==> config.mk <==
export PLATFORM = sky130hd
export DESIGN_NAME = raw_video_gen
export DESIGN_NICKNAME = d
export VERILOG_FILES = /design/src/rtl/isp_pkg.sv /design/src/rtl/raw_pattern_unit.sv /design/src/rtl/raw_video_gen.sv
export SDC_FILE = /design/constraint.sdc
export NUM_CORES = 1
export LEC_CHECK = 0
export BUFFER_PORTS_ARGS = -buffer_cell sky130_fd_sc_hd__buf_4
export CAP_MARGIN = 20
export CELL_PAD_IN_SITES_DETAIL_PLACEMENT = 1
export CELL_PAD_IN_SITES_GLOBAL_PLACEMENT = 1
export CORE_ASPECT_RATIO = 1.4
export CORE_MARGIN = 8
export CORE_UTILIZATION = 35
export CTS_BUF_LIST = sky130_fd_sc_hd__clkbuf_2
export DETAILED_ROUTE_END_ITERATION = 8
export PLACE_DENSITY_LB_ADDON = 0.1
export SLEW_MARGIN = 20
export SYNTH_ARGS = -nofsm -noshare
export SYNTH_HDL_FRONTEND = slang
export SYNTH_HIERARCHICAL = 1
export SYNTH_SLANG_ARGS = --single-unit
==> constraint.sdc <==
create_clock -name clk -period 3.3 [get_ports clk]
set_input_delay 0.165 -clock clk [delete_from_list [all_inputs] [get_ports clk]]
set_output_delay 0.165 -clock clk [all_outputs]
set_load 0.1 [all_outputs]
==> src/rtl/isp_pkg.sv <==
// Constants shared by the ISP front-end blocks: pattern encodings, default
// blanking lengths and Bayer site levels.
package isp_pkg;

  localparam int unsigned CntW = 16;

  localparam int unsigned DefHSync  = 4;
  localparam int unsigned DefHBack  = 8;
  localparam int unsigned DefHFront = 8;
  localparam int unsigned DefVSync  = 2;
  localparam int unsigned DefVBack  = 2;
  localparam int unsigned DefVFront = 2;

  typedef enum logic [1:0] {
    PatRamp    = 2'd0,
    PatBayer   = 2'd1,
    PatFlat    = 2'd2,
    PatChecker = 2'd3
  } pattern_mode_e;

  localparam logic [7:0] BayerR = 8'hFF;
  localparam logic [7:0] BayerG = 8'h80;
  localparam logic [7:0] BayerB = 8'h40;

  // RGGB tiling: R at (even, even), B at (odd, odd), G elsewhere.
  function automatic logic [7:0] bayer_level(input logic x_odd, input logic y_odd);
    logic [7:0] level;
    case ({y_odd, x_odd})
      2'b00:   level = BayerR;
      2'b11:   level = BayerB;
      default: level = BayerG;
    endcase
    return level;
  endfunction

endpackage

==> src/rtl/raw_pattern_unit.sv <==
// Maps active-area coordinates, frame count and latched mode to one RAW pixel.
module raw_pattern_unit
  import isp_pkg::*;
(
  input  logic [7:0] x,
  input  logic [7:0] y,
  input  logic [7:0] frame_cnt,
  input  logic [1:0] mode,
  input  logic [7:0] flat_value,
  output logic [7:0] pixel
);

  pattern_mode_e mode_e;
  assign mode_e = pattern_mode_e'(mode);

  always_comb begin
    pixel = '0;
    case (mode_e)
      PatRamp:    pixel = x;
      PatBayer:   pixel = bayer_level(x[0], y[0]);
      PatFlat:    pixel = flat_value;
      PatChecker: pixel = (x ^ y) + frame_cnt;
      default:    pixel = '0;
    endcase
  end

endmodule

==> src/rtl/raw_video_gen.sv <==
// RAW Bayer test-pattern source: frame timing counters, run/idle control and
// registered sync/data outputs one cycle behind the counters.
module raw_video_gen
  import isp_pkg::*;
#(
  parameter int unsigned source_h = 1024,
  parameter int unsigned source_v = 1024,
  parameter int unsigned H_SYNC   = DefHSync,
  parameter int unsigned H_BACK   = DefHBack,
  parameter int unsigned H_FRONT  = DefHFront,
  parameter int unsigned V_SYNC   = DefVSync,
  parameter int unsigned V_BACK   = DefVBack,
  parameter int unsigned V_FRONT  = DefVFront
) (
  input  logic       clk,
  input  logic       reset,
  input  logic       enable,
  input  logic [1:0] pattern_mode,
  input  logic [7:0] pattern_value,
  output logic       out_vsync,
  output logic       out_hsync,
  output logic       out_den,
  output logic [7:0] out_data,
  output logic       busy,
  output logic       frame_done
);

  localparam int unsigned H_TOTAL = H_SYNC + H_BACK + source_h + H_FRONT;
  localparam int unsigned V_TOTAL = V_SYNC + V_BACK + source_v + V_FRONT;

  localparam logic [CntW-1:0] HLast     = CntW'(H_TOTAL - 1);
  localparam logic [CntW-1:0] VLast     = CntW'(V_TOTAL - 1);
  localparam logic [CntW-1:0] HSyncEnd  = CntW'(H_SYNC);
  localparam logic [CntW-1:0] VSyncEnd  = CntW'(V_SYNC);
  localparam logic [CntW-1:0] HActStart = CntW'(H_SYNC + H_BACK);
  localparam logic [CntW-1:0] HActEnd   = CntW'(H_SYNC + H_BACK + source_h);
  localparam logic [CntW-1:0] VActStart = CntW'(V_SYNC + V_BACK);
  localparam logic [CntW-1:0] VActEnd   = CntW'(V_SYNC + V_BACK + source_v);

  localparam logic StIdle = 1'b0;
  localparam logic StRun  = 1'b1;

  logic            state_q, state_d;
  logic [CntW-1:0] h_cnt_q, h_cnt_d;
  logic [CntW-1:0] v_cnt_q, v_cnt_d;
  logic [7:0]      frame_cnt_q, frame_cnt_d;
  logic [1:0]      mode_q;
  logic [7:0]      value_q;

  logic            running;
  logic            h_last;
  logic            v_last;
  logic            last_pixel;
  logic            frame_start;
  logic            hsync_d;
  logic            vsync_d;
  logic            den_d;
  logic [7:0]      x;
  logic [7:0]      y;
  logic [7:0]      pixel;

  assign running     = (state_q == StRun);
  assign h_last      = (h_cnt_q == HLast);
  assign v_last      = (v_cnt_q == VLast);
  assign last_pixel  = running && h_last && v_last;
  assign frame_start = running && (h_cnt_q == '0) && (v_cnt_q == '0);

  // Enable is only consulted in IDLE and on the last pixel, so a frame in
  // flight always runs to completion.
  always_comb begin
    state_d     = state_q;
    h_cnt_d     = h_cnt_q;
    v_cnt_d     = v_cnt_q;
    frame_cnt_d = frame_cnt_q;
    case (state_q)
      StIdle: begin
        if (enable) begin
          state_d = StRun;
          h_cnt_d = '0;
          v_cnt_d = '0;
        end
      end
      default: begin
        if (h_last) begin
          h_cnt_d = '0;
          if (v_last) begin
            v_cnt_d     = '0;
            frame_cnt_d = frame_cnt_q + 8'd1;
            if (!enable) begin
              state_d = StIdle;
            end
          end else begin
            v_cnt_d = v_cnt_q + CntW'(1);
          end
        end else begin
          h_cnt_d = h_cnt_q + CntW'(1);
        end
      end
    endcase
  end

  assign hsync_d = running && (h_cnt_q < HSyncEnd);
  assign vsync_d = running && (v_cnt_q < VSyncEnd);
  assign den_d   = running &&
                   (h_cnt_q >= HActStart) && (h_cnt_q < HActEnd) &&
                   (v_cnt_q >= VActStart) && (v_cnt_q < VActEnd);

  assign x = 8'(h_cnt_q - HActStart);
  assign y = 8'(v_cnt_q - VActStart);

  raw_pattern_unit u_pattern (
    .x          (x),
    .y          (y),
    .frame_cnt  (frame_cnt_q),
    .mode       (mode_q),
    .flat_value (value_q),
    .pixel      (pixel)
  );

  always_ff @(posedge clk) begin
    if (reset) begin
      state_q     <= StIdle;
      h_cnt_q     <= '0;
      v_cnt_q     <= '0;
      frame_cnt_q <= '0;
      mode_q      <= '0;
      value_q     <= '0;
      out_hsync   <= 1'b0;
      out_vsync   <= 1'b0;
      out_den     <= 1'b0;
      out_data    <= '0;
      frame_done  <= 1'b0;
    end else begin
      state_q     <= state_d;
      h_cnt_q     <= h_cnt_d;
      v_cnt_q     <= v_cnt_d;
      frame_cnt_q <= frame_cnt_d;
      if (frame_start) begin
        mode_q  <= pattern_mode;
        value_q <= pattern_value;
      end
      out_hsync  <= hsync_d;
      out_vsync  <= vsync_d;
      out_den    <= den_d;
      out_data   <= den_d ? pixel : 8'h00;
      frame_done <= last_pixel;
    end
  end

  assign busy = running;

endmodule

==> results of run 1 <==
-- registers in the layout (all words and copies together) (netlist names) --
name / flops
busy: 1
frame_cnt_q: 8
frame_done: 1
h_cnt_q: 16
mode_q: 2
out_data: 8
out_den: 1
out_hsync: 1
out_vsync: 1
v_cnt_q: 16
value_q: 8
-- power by group through the flow --
stage	clock, mW	sequential [mW]	combinational, mW
2_1_floorplan	0	0.810	0.0737
5_1_grt	0.603	0.791	0.151
3_5_place_dp	0	0.804	0.122
3_3_place_gp	0	0.804	0.119
4_1_cts	0.571	0.788	0.140
6_report	0.551	0.788	0.138
-- through the flow --
stage / setup slack, ns / utilization [%] / instance area (µm²) / hold WS (ns)
4_1_cts: 0.156 / 41.2 / 4430 / 0.393
6_report: 0.177 / 41.3 / 4450 / 0.444
5_1_grt: 0.0246 / 41.3 / 4450 / 0.384
2_1_floorplan: 0.442 / - / 3810 / 0.282
3_5_place_dp: 0.222 / 38.3 / 4120 / 0.407
3_3_place_gp: 0.344 / 38.3 / 4120 / 0.403
-- cell type report --
type                    instances  area, µm²  area share (%)
diodes                          1       2.50          0.0563
clock buffers                   9       45.0            1.01
clock inverters                 7       87.6            1.97
inverters                      23       86.3            1.94
multi-input cells             327       2360            53.1
flip-flops and latches         63       1260            28.4
well taps                     141        176            3.97
repair buffers                 51        428            9.62
-- per-layer routing --
layer / wire length (µm) / up-vias / track usage [%]
met1: 4860 / 1634 / 17.4
met3: 296 / 9 / 3.97
met2: 5880 / 35 / 28.3
met5: 0 / - / 0
li1: - / 1661 / -
met4: 181 / 0 / 5.51
-- cells in the mapped netlist (4+ instances only) --
master | count | area share, %
or3_1 | 10 | 1.6
and3_1 | 6 | 0.99
and2_1 | 10 | 1.6
inv_1 | 23 | 2.3
nand2b_1 | 5 | 0.82
ha_1 | 21 | 6.9
xor2_1 | 17 | 3.9
nand2_1 | 29 | 2.9
nor4_1 | 4 | 0.66
o21ai_0 | 26 | 3.4
nor3_1 | 12 | 1.6
nand4_1 | 11 | 1.8
mux2i_1 | 15 | 3.9
nand3_1 | 21 | 2.8
xnor2_1 | 10 | 2.3
nor4b_1 | 4 | 0.92
nor2_1 | 32 | 3.2
dfxtp_1 | 63 | 33
mux4_2 | 8 | 4.7
a31oi_1 | 14 | 2.3
clkbuf_1 | 15 | 1.5
buf_2 | 6 | 0.79
a211oi_1 | 4 | 0.79
a21oi_1 | 26 | 3.4
-- final timing paths --
path / cells after the start / slack (ns) / end / start
setup / recovery: 13 / 0.18 / out_data[7]$_SDFF_PP0_ / v_cnt_q[3]$_SDFFE_PP0P_
hold / removal: 4 / 0.44 / value_q[2]$_SDFFE_PP0P_ / pattern_value[2]
setup reg to reg: 13 / 0.18 / out_data[7]$_SDFF_PP0_ / v_cnt_q[3]$_SDFFE_PP0P_
hold reg to reg: 1 / 0.51 / v_cnt_q[15]$_SDFFE_PP0P_ / v_cnt_q[15]$_SDFFE_PP0P_
-- repair_timing --
item	4_1_cts	5_1_grt
hold endpoints to repair	15	0
gates resized for setup	0	2
hold buffers	18	0
setup endpoints to repair	0	1
-- worst max-delay path, stage by stage (launching register included) --
cell      delay [ns]
dfxtp_1         0.40
inv_1           0.16
ha_2            0.23
inv_1           0.07
or3_1           0.32
xnor2_1         0.14
xor2_1          0.17
ha_1            0.34
nand2_1         0.12
o21bai_1        0.09
a211oi_1        0.26
xnor2_1         0.10
mux4_2          0.45
and2_1          0.14
-- logic make-up (layout without fill, tap and decap cells) --
group,Yosys count,after routing,share of synthesized area [%]
muxes,24,24,8.97
AOI/OAI and AO/OA,89,89,14.3
and+or+nand+nor,165,165,24.4
other,0,1,0
DFF,63,63,33.1
adders and majority gates,22,22,7.42
xor gates and xnor gates,27,27,6.21
buffers and inverters,48,90,5.55
==> results.cfg, run 1 <==
[timing]
fin_crit_ns = 3.12
setup_viol = 0
hold_violations = 0
tightest_slew_ns = 0.815
rsz0062_at_grt = false
skew_ns = 0.0489
max_slew_margin_pct = 45.2
fmax_mhz = 320
period_share_pct = 94.6
tns_ns = 0
slew_viol_final = 0

[setup_path]
endpoint_kind = flip-flop
crit_type = flip-flop to flip-flop
arrival_ns = 3.53
startpoint_type = flip-flop
crit_required_ns = 3.70
cp_max_fo = 5

[power_and_ir_drop]
p_sw_mw = 0.395
worst_ir_drop_vdd_uv = 157
intPower_mw = 1.08
power_frac_seq_pct = 53.3
leakage_nw = 1.70
switching_share_pct = 26.7
clkPwrFrac_pct = 37.3
power_density_mw_per_mm2 = 332
power.total_mw = 1.48
combPwrFrac_pct = 9.4

[global_route]
antenna_found_initial = 1
grt_usage_pct = 15.7
grt_pass1_wl_um = 18400
grt.overflow.total = 0
grt_max_degree = 32
grt_pass1_vias = 3508

[clock_network]
clock_latency_ns = 0.53
cts_max_path_buffers = 2
cts.clk_slew.worst_paths_ns = 0.19
clock-sinks = 63
h-tree-depth = 3
cts-buffers-inserted = 9
cts_tree = yes
cts_setup_buffers = 0
root_buffer = clkbuf_2

[synthesis]
syn_inst = 438
synth_area_mm2 = 0.00381
yosys_register_bits = 63
synth.avg_cell_area_um2 = 8.70
synth_edf_count = 0
synth_cell_types = 57
synth-main-ff-cell = dfxtp_1
yosysWarnings = 6
ys_async_sr_fraction_pct = 0
syn-num-nets = 473
seq_area_frac_synth_pct = 33.1

[drt]
avgViaCountPerCell = 5.37
route.detailed.wl_per_inst_um = 18.0
drt_pre_antenna_iters = 4
vias = 3339
drc_errors = 0
wl_um = 11200
drtAntennaViolNets = 0
first_iter_violations = 167

[floorplanning]
start_util_pct = 35.4
fp.dieW_um = 104
io_pins = 26
die_y_um = 139
die-area_mm2 = 0.0145
num_rows = 45
core_area_mm2 = 0.0108

[place]
io_buffers = 25
placedCellCount = 587
dpl.hpwl_um = 8430
gp_congestion = 0.828

[layout]
final_nets = 510
drive_above_1_share_pct = 15.2
syn_to_final_growth_pct = 16.8
final_common_cell = dfxtp_1
stdcell_count = 622
fillerInstances = 1285
final_cell_mix = dfxtp_1, buf_4, nor2_1

[job]
cap_violations = 0

[min_path]
hp-class = primary input to flip-flop

[status]
outcome = complete, no violations
Note: power is estimated with default switching activity, not from simulation.
==> run 2: changes to the inputs <==
--- a/config.mk
+++ b/config.mk
@@ -18,5 +18,4 @@
 export SLEW_MARGIN = 20
 export SYNTH_ARGS = -nofsm -noshare
 export SYNTH_HDL_FRONTEND = slang
-export SYNTH_HIERARCHICAL = 1
 export SYNTH_SLANG_ARGS = --single-unit
==> results.cfg, run 2 <==
[setup_path]
arrival_ns = 3.64
startpoint_type = flip-flop
cp_max_fo = 10
endpoint_kind = flip-flop
crit_type = flip-flop to flip-flop
crit_path_start = h_cnt_q[13]$_SDFFE_PP0P_
cpPeakStageDelay_ns = 0.80
worst_path_most_repeated_cell = or4_1
critical_path.top_delay_family = simple AND/OR/NAND/NOR gates
path_buf_inv = 0
r2r_start = h_cnt_q[13]$_SDFFE_PP0P_
crit_required_ns = 3.74
critPathSlowestCell = or4_1
crit_chain = or4_1 -> or4_4 -> or3_1 -> or4_1 -> mux2i_1 -> nor2_1

[power_and_ir_drop]
worst_ir_drop_vdd_uv = 174
power.total_mw = 1.52
leakage_nw = 1.64
power_density_mw_per_mm2 = 361

[synthesis]
netlist.top_cell.by_area = dfxtp_1
seq_area_frac_synth_pct = 34.5
syn-num-nets = 491
synth_edf_count = 0
synth_top_area_share_pct = 34.5
synth_cell_types = 46
yosysMostFrequentCell = dfxtp_1
synth-main-ff-cell = dfxtp_1
synth_area_mm2 = 0.00365
ys_async_sr_fraction_pct = 0
yosys-top-cells-count = dfxtp_1, nor2_1, nand2_1, o21ai_0
synth.avg_cell_area_um2 = 8.03
synth_area_leaders = dfxtp_1, ha_1, xnor2_1
yosys_register_bits = 63
yosysWarnings = 0
syn_inst = 455

[drt]
drtAntennaViolNets = 0
first_iter_violations = 113
avgViaCountPerCell = 5.33
drc_errors = 0
vias = 3324
drt_pre_antenna_iters = 4
wl_um = 10800
route.detailed.wl_per_inst_um = 17.2

[floorplanning]
start_util_pct = 35.5
fp.dieW_um = 102
die_y_um = 137
die-area_mm2 = 0.0140
io_pins = 26
num_rows = 44
core_area_mm2 = 0.0103

[global_route]
met3_usage_pct = 4.12
grt_max_degree = 40
grt_pass1_vias = 3535
grt_pass1_wl_um = 17800
antenna_found_initial = 1
grt.overflow.total = 0
use_met1_pct = 18.3
grt-busiest-layer = met2
grt_usage_pct = 16.5
met2_usage_pct = 29.7

[layout]
drive_above_1_share_pct = 10.9
top_regs = h_cnt_q (16), v_cnt_q (16)
stdcell_area_mm2 = 0.00420
multi_input_area_mm2 = 0.00220
final_common_cell = dfxtp_1
final_nets = 516
fillerInstances = 1282
final_cell_mix = dfxtp_1, nor2_1, nand2_1
seqCellArea_mm2 = 0.00126
syn_to_final_growth_pct = 15.0

[timing]
period_share_pct = 96.9
max_slew_margin_pct = 49.2
slew_viol_final = 0
rsz0062_at_grt = false
hold_violations = 0
tightest_slew_ns = 0.755
fmax_mhz = 313
tns_ns = 0
skew_ns = 0.0286
fin_crit_ns = 3.20
setup_viol = 0

[clock_network]
cts_setup_buffers = 0
cts_max_path_buffers = 2
cts_tree = yes
clock-sinks = 63
cts-buffers-inserted = 9
h-tree-depth = 3
cts.clk_slew.worst_paths_ns = 0.21
clock_latency_ns = 0.54
root_buffer = clkbuf_2

[place]
io_buffers = 25
place_area_mm2 = 0.00393
gp_congestion = 0.800
dpl.hpwl_um = 7870

[min_path]
hp-start = pattern_value[7]
hp-class = primary input to flip-flop

[job]
cap_violations = 0

[status]
outcome = complete, no violations
-- run 2: cell count changes after synthesis, sizes merged, moves of 8 or more --
| cell | change |
|---|---|
| xnor2 | +14 |
| nor3 | +8 |
| and2 | -8 |
| or3 | -8 |
| mux4 | -8 |
| a31oi | -13 |
| nor2 | +18 |
| clkbuf | +8 |
-- run 2: routing by layer --
layer / wire (µm) / share of wire (%) / up-vias
li1: - / - / 1659
met1: 4610 / 43 / 1616
met3: 315 / 2.9 / 12
met4: 155 / 1.4 / 0
met2: 5670 / 53 / 37
met5: 0 / 0 / -
-- run 2: worst paths after layout --
path	to	slack [ns]	depth (start not counted)
worst min-delay path	value_q[7]$_SDFFE_PP0P_	0.39	4
worst min register to register	v_cnt_q[15]$_SDFFE_PP0P_	0.48	1
worst max-delay path	value_q[0]$_SDFFE_PP0P_	0.10	6
worst max register to register	value_q[0]$_SDFFE_PP0P_	0.10	6
-- run 2: report_power, final --
part	leakage (nW)	internal, mW	switching [mW]
clock network	0.0797	0.252	0.329
registers	0.510	0.775	0.0122
logic	1.05	0.0573	0.0935
-- run 2: cell type report --
| class | instances | area share [%] |
|---|---|---|
| Clock buffer | 9 | 1.07 |
| Timing Repair Buffer | 42 | 8.22 |
| Multi-Input combinational cell | 344 | 52.4 |
| Tap cell | 138 | 4.11 |
| Inverter | 20 | 1.79 |
| Antenna cell | 1 | 0.0596 |
| Sequential cell | 63 | 30.1 |
| Clock inverter | 7 | 2.32 |
-- run 2: what timing repair did --
action | in CTS | in global routing
setup endpoints to repair | 0 | 1
resized for setup | 0 | 1
hold buffers | 12 | 0
endpoints found under the hold margin | 12 | 0
-- run 2: stage by stage --
step           setup slack [ns]  std cells  hold slack, ns  util [%]
2_1_floorplan             0.583        455           0.309         -
3_3_place_gp              0.265        595           0.395      38.2
3_5_place_dp              0.172        595           0.408      38.2
4_1_cts                   0.144        623           0.337      40.8
5_1_grt                  0.0207        624           0.329      40.8
6_report                  0.104        624           0.394      40.8
-- run 2: cells by family (layout without fill, tap and decap cells) --
group | count (synthesis) | after routing | synth area share (%)
buffers and inverters | 48 | 78 | 5.38
muxes | 11 | 11 | 3.01
AOI/OAI and AO/OA | 91 | 91 | 15.4
adders and majority gates | 23 | 23 | 8.08
other | 0 | 1 | 0
and+or+nand+nor | 184 | 184 | 25.2
DFF | 63 | 63 | 34.5
xor gates and xnor gates | 35 | 35 | 8.39
-- run 2: worst min-delay path, stage by stage --
cell and delay, ns:
dlygate4sd3_1 0.53, buf_4 0.10, mux2i_1 0.05, nor2_1 0.07
